`src/rtl/bn_out_serializer.sv`:
```
// Two-slot ping-pong buffer that captures whole BN output vectors and streams them
// one fp16 element per cycle, tagged with channel/index/last, with optional ReLU.
module bn_out_serializer #(
  parameter  int DATA_WIDTH = 16,
  parameter  int SIZE       = 8,
  parameter  int CHANNEL    = 2,
  parameter  int RELU_EN    = 1,
  localparam int CH_W       = (CHANNEL > 1) ? $clog2(CHANNEL) : 1,
  localparam int IDX_W      = (SIZE > 1) ? $clog2(SIZE) : 1
) (
  input  logic                       clk,
  input  logic                       reset,
  input  logic                       in_valid,
  output logic                       in_ready,
  input  logic [0:DATA_WIDTH*SIZE-1] x,
  output logic                       out_valid,
  input  logic                       out_ready,
  output logic [DATA_WIDTH-1:0]      out_data,
  output logic [CH_W-1:0]            out_ch,
  output logic [IDX_W-1:0]           out_idx,
  output logic                       out_last
);

  localparam int GROUP = SIZE / CHANNEL;

  logic [1:0]            r_count;
  logic                  r_wr_ptr;
  logic                  r_rd_ptr;
  logic [IDX_W-1:0]      r_idx;
  logic [DATA_WIDTH-1:0] r_slot [2][SIZE];

  logic                  w_accept;
  logic                  w_release;
  logic                  w_final;
  logic                  w_last;
  logic [DATA_WIDTH-1:0] w_elem;

  assign in_ready  = !reset && (r_count != 2'd2);
  assign out_valid = (r_count != 2'd0);
  assign w_accept  = in_valid && in_ready;
  assign w_release = out_valid && out_ready;
  assign w_last    = (r_idx == IDX_W'(SIZE - 1));
  assign w_final   = w_release && w_last;
  assign w_elem    = r_slot[r_rd_ptr][r_idx];

  // Fields are forced to zero while the buffer is empty so reset values hold.
  always_comb begin
    out_data = '0;
    out_ch   = '0;
    out_idx  = '0;
    out_last = 1'b0;
    if (out_valid) begin
      out_data = w_elem;
      if ((RELU_EN != 0) && w_elem[DATA_WIDTH-1]) begin
        out_data = '0;
      end
      out_ch   = CH_W'(int'(r_idx) / GROUP);
      out_idx  = r_idx;
      out_last = w_last;
    end
  end

  always_ff @(posedge clk or posedge reset) begin
    if (reset) begin
      r_count  <= '0;
      r_wr_ptr <= 1'b0;
      r_rd_ptr <= 1'b0;
      r_idx    <= '0;
      for (int unsigned s = 0; s < 2; s++) begin
        for (int unsigned k = 0; k < SIZE; k++) begin
          r_slot[s][k] <= '0;
        end
      end
    end else begin
      if (w_accept) begin
        for (int unsigned k = 0; k < SIZE; k++) begin
          r_slot[r_wr_ptr][k] <= x[k*DATA_WIDTH +: DATA_WIDTH];
        end
        r_wr_ptr <= ~r_wr_ptr;
      end
      if (w_release) begin
        if (w_last) begin
          r_idx    <= '0;
          r_rd_ptr <= ~r_rd_ptr;
        end else begin
          r_idx <= r_idx + 1'b1;
        end
      end
      // Simultaneous accept and final release leaves occupancy unchanged.
      unique case ({w_accept, w_final})
        2'b10:   r_count <= r_count + 2'd1;
        2'b01:   r_count <= r_count - 2'd1;
        default: r_count <= r_count;
      endcase
    end
  end

endmodule

```
`config.mk`:
```
export PLATFORM = sky130hd
export DESIGN_NAME = bn_out_serializer
export DESIGN_NICKNAME = d
export VERILOG_FILES = /design/src/rtl/bn_out_serializer.sv
export SDC_FILE = /design/constraint.sdc
export NUM_CORES = 1
export LEC_CHECK = 0
export CAP_MARGIN = 10
export CORE_ASPECT_RATIO = 1.75
export CORE_MARGIN = 4
export CORE_UTILIZATION = 50
export DETAILED_ROUTE_END_ITERATION = 16
export GPL_ROUTABILITY_DRIVEN = 0
export GPL_TIMING_DRIVEN = 1
export MAX_ROUTING_LAYER = met4
export PLACE_DENSITY = 0.73
export SKIP_LAST_GASP = 1
export SYNTH_ARGS = -nofsm -noshare
export SYNTH_HDL_FRONTEND = slang
export SYNTH_SLANG_ARGS = --single-unit
export TNS_END_PERCENT = 5
```
`constraint.sdc`:
```
create_clock -name clk -period 14 [get_ports clk]
set_clock_uncertainty 0.2 [all_clocks]
set_input_delay 3.5 -clock clk [delete_from_list [all_inputs] [get_ports clk]]
set_output_delay 3.5 -clock clk [all_outputs]
set_load 0.01 [all_outputs]
```
* Word-level counts from Yosys, hierarchy flattened *
Cells that the tools add are included.

storage, ports and cells
  memories kept = 0
  bits in read-only memories = 0
  flip-flop bits (word level) = 263
  input bits = 132
  word-level logic and storage cells = 82
  output and inout bits = 23
  RAM bits = 0
  latch bits = 0

cells by class
  div/mod/pow operators = 0
  shifts and indexed selects = 0
  order comparisons = 4
  muxes and demuxes = 37
  add/sub/neg operators = 3
  eq/ne operators = 4
  multipliers = 0
  reductions and logical operators = 9
  bitwise logic cells = 5

operator list
  operator                                                  number
  bitwise mux 256 bit                                       8
  demux 128 bit (select 1 bit)                              8
  two-way mux 128 bit                                       4
  two-way mux 112 bit                                       1
  two-way mux 96 bit                                        1
  two-way mux 80 bit                                        1
  two-way mux 16 bit                                        4
  two-way mux 64 bit                                        1
  binary-select mux 16 bit (select 3 bit)                   1
  two-way mux 48 bit                                        1
  two-way mux 32 bit                                        1
  two-way mux 15 bit                                        1
  two-way mux 3 bit                                         2
  logical AND 1 bit                                         5
  greater-or-equal comparator 2 bit, second input constant  2
  greater-or-equal comparator 4 bit, second input constant  1
  inverter 1 -> 2 bit                                       2
  inverter 3 -> 4 bit                                       1
  case mux 2 bit (2 select lines)                           1
  nonzero test 2 bit                                        2
  adder 3 x 1 -> 3 bit, second input constant               1
  == test 3 bit, second input constant                      1
  adder 2 x 1 -> 2 bit, second input constant               1
  == test 2 x 1 -> 1 bit, second input constant             1
  other kinds (8)                                           10

* Longest topological paths before layout *
Gate-level depths: netlist of run 1.

  word-level depth = 13
  mapped depth = 7
  mapped depth without buffers = 7

* Least setup slack after synthesis of run 1 *
Ideal clock, no wire load.

  path type = input port to output port
  start = in reset
  end = out in_ready
  data arrival time = 9.472 ns
  buffers on the path = 0
  path slack = 0.828 ns
  cell stages on the path = 2
  cell sequence = inv_1 > o21a_1

on the way
  cells in the longest elaborated chain, start to end = 2

RTL lines
  item                                RTL line  source
  from (decl)                         12        input logic reset,
  logical NOT 1 bit (no source line)  --
  logical AND 1 bit                   38        assign in_ready = !reset && (r_count != 2'd2);
  to (decl)                           14        output logic in_ready,

Every way passes these cells.

* Final worst setup path of run 1 *
Ends and elaborated chain as after synthesis.

==> flow_metrics.tcl, run 1 <==
set metrics [dict create \
    whs_path_depth 1 \
    cts_tree "done" \
    grtUsageTotal_pct 21.7 \
    grt_pass1_wl_um 42300 \
    ant_nets 0 \
    critical_path.cell_chain "clkdlybuf4s50_1, inv_8, o21a_1, clkdlybuf4s50_1" \
    status "finished clean" \
    yosysWarnings 0 \
    switchingPower_w 0.00108 \
    cts_setup_buffers 0 \
    drt_pre_antenna_iters 4 \
    period_needed_ps 9050 \
    vias 6797 \
    syn_inst 719 \
    ys_ff_latch 263 \
    crit_fanout 107 \
    clk_latency_ps 510 \
    power_density_mw_per_mm2 243 \
    hold_viol_final 0 \
    path_delay_family "buffers and inverters" \
    fillerInstances 1776 \
    p_int_w 0.00241 \
    fin_crit_sh_pct 64.6 \
    cp_slowest_cell "clkdlybuf4s50_1" \
    r2r_start "r_count[0]" \
    critical_path.startpoint_type "primary input" \
    path_common_cell "clkdlybuf4s50_1" \
    h-tree-depth 1 \
    switching_share_pct 30.9 \
    mappedNetlistNets 854 \
    multi_input_area_mm2 0.00492 \
    drive_above_1_share_pct 43.0 \
    core_mm2 0.0232 \
    grt_antenna_before_repair 1 \
    min_from "r_slot[133]" \
    seq_area_frac_synth_pct 56.0 \
    root_buffer "clkbuf_16" \
    cp-end-kind "output pin" \
    start_util_pct 50.6 \
    max-vdd-ir-drop_uv 116 \
    leakage_nw 5.88 \
    area_growth_pct 22.4 \
    wl_per_cell_um 23.1 \
    grt_overflow 0 \
    cap_viol_max_count 0 \
    cp.arrival_ps 5350 \
    place_inst 1133 \
    finalNonFillerCells 1180 \
    slew_headroom_pct 26.9 \
    drc_errors 0 \
    die-area_mm2 0.0261 \
    worst_pin_slew_ps 1100 \
    p_comb_share_pct 38.8 \
    max_freq_ghz 0.110 \
    tns_ps 0 \
    cts_resized 0 \
    synth_top_area_share_pct 56.0 \
    drt_wl_total_um 27200 \
    startpoint "reset" \
    clockPowerShare_pct 20.6 \
    path_depth 4 \
    synth_top_cells_by_area "dfrtp_1 56%, mux2_2 25%, mux4_2 12%, a22oi_1 1.9%, buf_2 1.4%" \
    viasPerCell 5.76 \
    clock-sinks 263 \
    design.portCount 155 \
    dieHeight_um 211 \
    dp_hpwl_um 18500 \
    worst-endpoint-required_ps 10300 \
    yosys.area.top_type "dfrtp_1" \
    hold_path.class "reg -> reg" \
    p_seq_share_pct 40.6 \
    synth.avg_cell_area_um2 16.4 \
    grt_max_degree 108 \
    final_common_cell "dfrtp_1" \
    clk_pin_slew_ps 60 \
    final_cell_mix "261 x dfrtp_1, 258 x mux2_2, 153 x clkdlybuf4s50_1" \
    worstSetupPathType "in -> out" \
    crit_buf_inv 3 \
    cts_hold_buf 0 \
    die_x_um 124 \
    rsz0062_at_grt "no" \
    port_buffers 153 \
    rows 74 \
    syn-cell-area_mm2 0.0118 \
    final-seq-area_mm2 0.00659 \
    finalSetupViolations 0 \
    cts_buffer_depth 3 \
    cts_buffers 25 \
    total_power_w 0.00349 \
    drt_iter0_drc 363 \
    slew_viol_final 0 \
    grt_pass1_vias 7750 \
    ys_types 29 \
    nets 991 \
    r2r_cells 5 \
    cpPeakStageDelay_ps 550 \
]
-- area by class of cell --
| cell class | instances | share of cell area [%] |
|---|---|---|
| flip-flops and latches | 263 | 45.8 |
| multi-input cells | 402 | 34.2 |
| repair buffers | 162 | 11.1 |
| clock buffers | 38 | 5.17 |
| well taps | 304 | 2.64 |
| clock inverters | 8 | 1.00 |
| inverters | 2 | 0.104 |
| diodes | 1 | 0.0174 |
-- through the flow --
stage | hold WS, ps | utilization, % | instance area, um2 | worst slack, ps
finish | 301 | 61.9 | 14400 | 4950
global route | 312 | 61.9 | 14400 | 4760
CTS | 302 | 61.9 | 14400 | 4850
detailed placement | 290 | 58.1 | 13500 | 4850
global placement | 282 | 58.1 | 13500 | 4890
floorplan | 268 | - | 11800 | 828
-- layer usage --
layer / vias up / routed length, um / GRT usage, %
met5: - / 0 / -
met4: 0 / 760 / 5.94
met3: 41 / 1320 / 3.72
met2: 165 / 15100 / 38.3
met1: 3624 / 10100 / 25.4
li1: 2967 / - / -
-- power groups by stage --
stage | clock network [W] | registers [W] | logic [W]
2_1_floorplan | 0 | 0.00128 | 0.00104
3_3_place_gp | 0 | 0.00138 | 0.00133
3_5_place_dp | 0 | 0.00143 | 0.00137
4_1_cts | 0.000735 | 0.00142 | 0.00138
5_1_grt | 0.000768 | 0.00146 | 0.00145
6_report | 0.000719 | 0.00142 | 0.00136
-- final timing paths --
kind | endpoint | slack (ps)
setup / recovery | in_ready | 4950
hold / removal | r_slot[133] | 300
setup reg to reg | r_slot[254] | 10820
hold reg to reg | r_slot[133] | 300
max in group asynchronous | r_slot[7] | 8670
min in group asynchronous | r_slot[103] | 3290
-- sequential cells by signal, summed over array words and instances (netlist names) --
| register | cells |
|---|---|
| r_slot | 256 |
| r_count | 2 |
| r_wr_ptr | 1 |
| r_idx | 3 |
| r_rd_ptr | 1 |
-- logic make-up after synthesis --
| logic type | count (synthesis) | share of synthesized area (%) |
|---|---|---|
| compound gates | 49 | 2.93 |
| xor+xnor | 5 | 0.372 |
| fa+ha+maj | 3 | 0.319 |
| buf+inv | 54 | 2.37 |
| flops | 263 | 56.0 |
| mux | 328 | 37.3 |
| other cells | 1 | 0.0319 |
| simple gates | 16 | 0.745 |
-- Yosys cell counts --
| master | n |
|---|---|
| buf_4 | 2 |
| clkbuf_1 | 7 |
| buf_8 | 1 |
| buf_1 | 6 |
| o211ai_1 | 1 |
| buf_6 | 2 |
| nand3_1 | 1 |
| a21o_1 | 1 |
| o21a_1 | 1 |
| nor2_1 | 3 |
| conb_1 | 1 |
| inv_1 | 2 |
| ha_1 | 3 |
| and3_1 | 1 |
| mux4_2 | 62 |
| a22oi_4 | 1 |
| nand2_1 | 1 |
| buf_2 | 34 |
| a21oi_1 | 15 |
| nor3_1 | 1 |
| a22oi_1 | 30 |
| xnor2_1 | 4 |
| xor2_1 | 1 |
| dfrtp_1 | 263 |
| and2_1 | 5 |
| or2_2 | 1 |
| mux2i_1 | 8 |
| mux2_2 | 258 |
| nor2b_1 | 3 |
(Power assumes the default switching activity.)
==> inputs of run 2 (changes only) <==
==> constraint.sdc (replaced) <==
create_clock -name clk -period 8.9 [get_ports clk]
set_clock_uncertainty 0.2 [all_clocks]
set_input_delay 2.225 -clock clk [delete_from_list [all_inputs] [get_ports clk]]
set_output_delay 2.225 -clock clk [all_outputs]
set_load 0.01 [all_outputs]
==> flow_metrics.tcl, run 2 (synthesis gave the netlist of run 1 again) <==
set metrics [dict create \
    final_common_cell "dfrtp_1" \
    period_needed_ps 6260 \
    grt_pass1_wl_um 44500 \
    power_density_mw_per_mm2 374 \
    fin_area_mm2 0.0143 \
    clk_pin_slew_ps 60 \
    drt_iter0_drc 383 \
    nets 991 \
    crit_fanout 38 \
    cp.arrival_ps 3840 \
    r2r_start "r_count[1]" \
    cts_buffer_depth 3 \
    hold_viol_final 0 \
    setup_ws_ps 2640 \
    grt_antenna_before_repair 1 \
    cap_viol_max_count 0 \
    worst-endpoint-required_ps 6480 \
    vias 6856 \
    root_buffer "clkbuf_16" \
    worst_r2r_endpoint "r_slot[188]" \
    hold_path.class "reg -> reg" \
    grt_pass1_vias 7774 \
    dieHeight_um 211 \
    grtUsageTotal_pct 23.1 \
    leakage_nw 5.82 \
    viasPerCell 5.82 \
    reg_top3 "r_slot: 256 flops, r_idx: 3 flops, r_count: 2 flops" \
    drc_errors 0 \
    critical_path.startpoint_type "register" \
    rows 74 \
    largest_reg_flops 256 \
    reg2reg_slack_ps 5720 \
    die-area_mm2 0.0261 \
    drt_pre_antenna_iters 6 \
    die_x_um 124 \
    tns_ps 0 \
    grt_overflow 0 \
    worst_pin_slew_ps 1130 \
    area_growth_pct 21.2 \
    fin_crit_sh_pct 70.4 \
    cts_resized 0 \
    postLayoutCoreUtil_pct 61.3 \
    grt_max_degree 189 \
    drive_above_1_share_pct 42.7 \
    worstSetupPathType "reg -> out" \
    core_mm2 0.0232 \
    design.portCount 155 \
    port_buffers 153 \
    cts_setup_buffers 0 \
    max-vdd-ir-drop_uv 191 \
    slew_viol_final 0 \
    place_ws_ps 2440 \
    cts_tree "done" \
    max_freq_ghz 0.160 \
    finalSetupViolations 0 \
    drt_wl_total_um 28600 \
    min_from "r_slot[41]" \
    start_util_pct 50.6 \
    whs_path_depth 1 \
    place_inst 1134 \
    status "finished clean" \
    placed_area_mm2 0.0135 \
    multi_input_area_mm2 0.00492 \
    regMostFlops "r_slot" \
    cts_hold_buf 0 \
    final_cell_mix "261 x dfrtp_1, 258 x mux2_2, 153 x clkdlybuf4s50_1" \
    dp_hpwl_um 19700 \
    hold-path-endpoint "r_slot[41]" \
    r2r_cells 6 \
    finalNonFillerCells 1178 \
    final-seq-area_mm2 0.00659 \
    clock-sinks 263 \
    fillerInstances 1749 \
    clk_latency_ps 510 \
    ant_nets 0 \
    slew_headroom_pct 24.5 \
    cp-end-kind "output pin" \
    wl_per_cell_um 24.3 \
    h-tree-depth 1 \
    cts_buffers 24 \
    rsz0062_at_grt "no" \
]
## run 2: through the flow
step | hold slack (ps) | total power, W
after detailed placement | 290 | 0.00440
after CTS | 304 | 0.00539
final | 298 | 0.00533
after global placement | 282 | 0.00425
after global routing | 311 | 0.00564
after floorplan | 268 | 0.00365
## run 2: layout make-up
| cell class | instances | share of cell area (%) |
|---|---|---|
| antenna | 2 | 0.0351 |
| clock buffer | 36 | 4.96 |
| clock inverter | 6 | 0.211 |
| inverter | 2 | 0.0790 |
| multi-input combinational | 402 | 34.5 |
| sequential | 263 | 46.2 |
| tap | 304 | 2.67 |
| timing repair buffer | 163 | 11.4 |
## run 2: how the worst max path moves through the flow
stage	from	to	slack, ps	cells after the start
detailed placement	reset	r_slot[152]	2440	8
global placement	reset	r_slot[213]	2530	8
CTS	r_rd_ptr	out_data[7]	2530	5
floorplan	reset	in_ready	-20	2
global route	r_rd_ptr	out_data[6]	2400	5
finish	r_rd_ptr	out_data[6]	2640	5
## run 2: critical path, cell delays in order, from the launching register on
cell	delay, ps
dfrtp_4	840
buf_4	740
mux4_2	610
a22oi_1	410
a21oi_1	160
clkdlybuf4s50_1	520
## run 2: where the power goes
part,internal [W],switching (W)
clock,0.000547,0.000428
combinational,0.00129,0.000890
sequential,0.00181,0.000365
## run 2: per-layer routing
layer	vias up	GRT usage, %	routed length (um)
met1	3644	27.0	10600
li1	2967	-	-
met3	61	3.32	1270
met2	184	39.7	15400
met5	-	-	0
met4	0	9.57	1320
==> inputs of run 3 (changes only) <==
==> constraint.sdc (replaced) <==
create_clock -name clk -period 6.25 [get_ports clk]
set_clock_uncertainty 0.2 [all_clocks]
set_input_delay 1.5625 -clock clk [delete_from_list [all_inputs] [get_ports clk]]
set_output_delay 1.5625 -clock clk [all_outputs]
set_load 0.01 [all_outputs]
==> flow_metrics.tcl, run 3 (synthesis gave the netlist of run 1 again) <==
set metrics [dict create \
    clk_pin_slew_ps 60 \
    critical_path.cell_chain "mux2i_1, mux4_2, a22oi_4, a21oi_1, clkdlybuf4s50_1" \
    grt_antenna_before_repair 0 \
    fillerInstances 1778 \
    n_antenna_cell 0 \
    period_needed_ps 5140 \
    cts_tree "done" \
    clk_latency_ps 500 \
    core_mm2 0.0232 \
    final_common_cell "dfrtp_1" \
    drt_wl_total_um 27500 \
    drc_errors 0 \
    r2r_start "r_count[1]" \
    cts_buffers 24 \
    r2r_cells 5 \
    final-seq-area_mm2 0.00659 \
    drive_above_1_share_pct 42.9 \
    worst_r2r_endpoint "r_slot[67]" \
    root_buffer "clkbuf_16" \
    cts_hold_buf 0 \
    drt_pre_antenna_iters 4 \
    worst_pin_slew_ps 1180 \
    design.portCount 155 \
    max-vdd-ir-drop_uv 345 \
    grt_max_degree 212 \
    max_freq_ghz 0.195 \
    placed_area_mm2 0.0136 \
    dr_wl_met2_um 15600 \
    grt_pass1_vias 7855 \
    regMostFlops "r_slot" \
    grt_overflow 0 \
    viasPerCell 5.72 \
    grtUsageTotal_pct 22.4 \
    cp-end-kind "output pin" \
    wl_met1_um 9890 \
    start_util_pct 50.6 \
    final_cell_mix "261 x dfrtp_1, 258 x mux2_2, 153 x clkdlybuf4s50_1" \
    die_x_um 124 \
    status "finished clean" \
    fin_area_mm2 0.0144 \
    dieHeight_um 211 \
    cts_resized 0 \
    nets 993 \
    hold_viol_final 0 \
    reg2reg_slack_ps 3580 \
    critical_path.startpoint_type "register" \
    cts_setup_buffers 0 \
    reg_top3 "r_slot: 256 flops, r_idx: 3 flops, r_count: 2 flops" \
    cap_viol_max_count 0 \
    cp_slowest_cell "dfrtp_4" \
    port_buffers 153 \
    vias 6732 \
    rows 74 \
    startpoint "r_rd_ptr" \
    fin_crit_sh_pct 82.2 \
    clock-sinks 263 \
    dp_hpwl_um 19400 \
    hold_path.class "reg -> reg" \
    power_density_mw_per_mm2 536 \
    finalSetupViolations 0 \
    slew_headroom_pct 21.6 \
    cp.arrival_ps 3380 \
    drt_iter0_drc 368 \
    critPathCapture "out_data[1]" \
    top_layer "met4" \
    area_growth_pct 22.2 \
    worst-endpoint-required_ps 4490 \
    h-tree-depth 1 \
    leakage_nw 5.87 \
    cpPeakStageDelay_ps 920 \
    die-area_mm2 0.0261 \
    largest_reg_flops 256 \
    multi_input_area_mm2 0.00492 \
    grt_pass1_wl_um 43200 \
    wl_met3_um 1260 \
    slew_viol_final 0 \
    worstSetupPathType "reg -> out" \
    ant_nets 0 \
    rsz0062_at_grt "no" \
    cts_buffer_depth 3 \
    crit_fanout 39 \
    postLayoutCoreUtil_pct 61.8 \
    wl_per_cell_um 23.4 \
]
==> run 3: cell types whose count changed in the layout (fill, tap and decap cells not counted) <==
cell and change:
buf_4 -2, buf_12 +4, clkinv_2 -3, bufinv_16 +2
clkbuf_1 -2, diode_2 -2, clkinv_8 +1
==> run 3: through the flow <==
step	power [W]	std cells	hold WS, ps	setup slack (ps)	TNS (ps)
global placement	0.00613	1136	281	1510	0
finish	0.00770	1176	302	1110	0
detailed placement	0.00631	1136	290	1340	0
global route	0.00815	1176	314	872	0
CTS	0.00781	1176	305	1010	0
floorplan	0.00521	719	268	-1340	-238780
==> run 3: cell type report <==
cell class | instances | share of cell area [%]
tap | 304 | 2.65
clock buffer | 34 | 4.87
sequential | 263 | 45.8
timing repair buffer | 165 | 11.7
clock inverter | 6 | 0.636
multi-input combinational | 402 | 34.2
inverter | 2 | 0.0784
==> run 3: report_power, final <==
part           internal, W  switching [W]  total (W)  leakage, nW
Clock             0.000861       0.000610    0.00147        0.390
Sequential         0.00257       0.000566    0.00314         3.13
Combinational      0.00187        0.00123    0.00309         2.34
==> run 3: how the worst min path moves through the flow <==
stage | start | cells past startpoint | to | slack [ps]
after floorplan | r_wr_ptr | 1 | r_wr_ptr | 270
after global placement | r_slot[3] | 1 | r_slot[3] | 280
after detailed placement | r_slot[137] | 1 | r_slot[137] | 290
after CTS | r_slot[137] | 1 | r_slot[137] | 300
after global routing | r_slot[159] | 1 | r_slot[159] | 310
final | r_slot[161] | 1 | r_slot[161] | 300
==> run 3: layer usage <==
metal,track usage (%),vias up
li1,-,2964
met1,25.2,3591
met2,40.4,142
met3,3.86,35
met4,6.35,0
met5,-,-
==> run 3: critical path, delay by kind of cell (launching register included) <==
kind,cells,cell delay [ps]
DFF,1,920
muxes,2,730
AOI/OAI and AO/OA,2,660
buffers and inverters,1,520
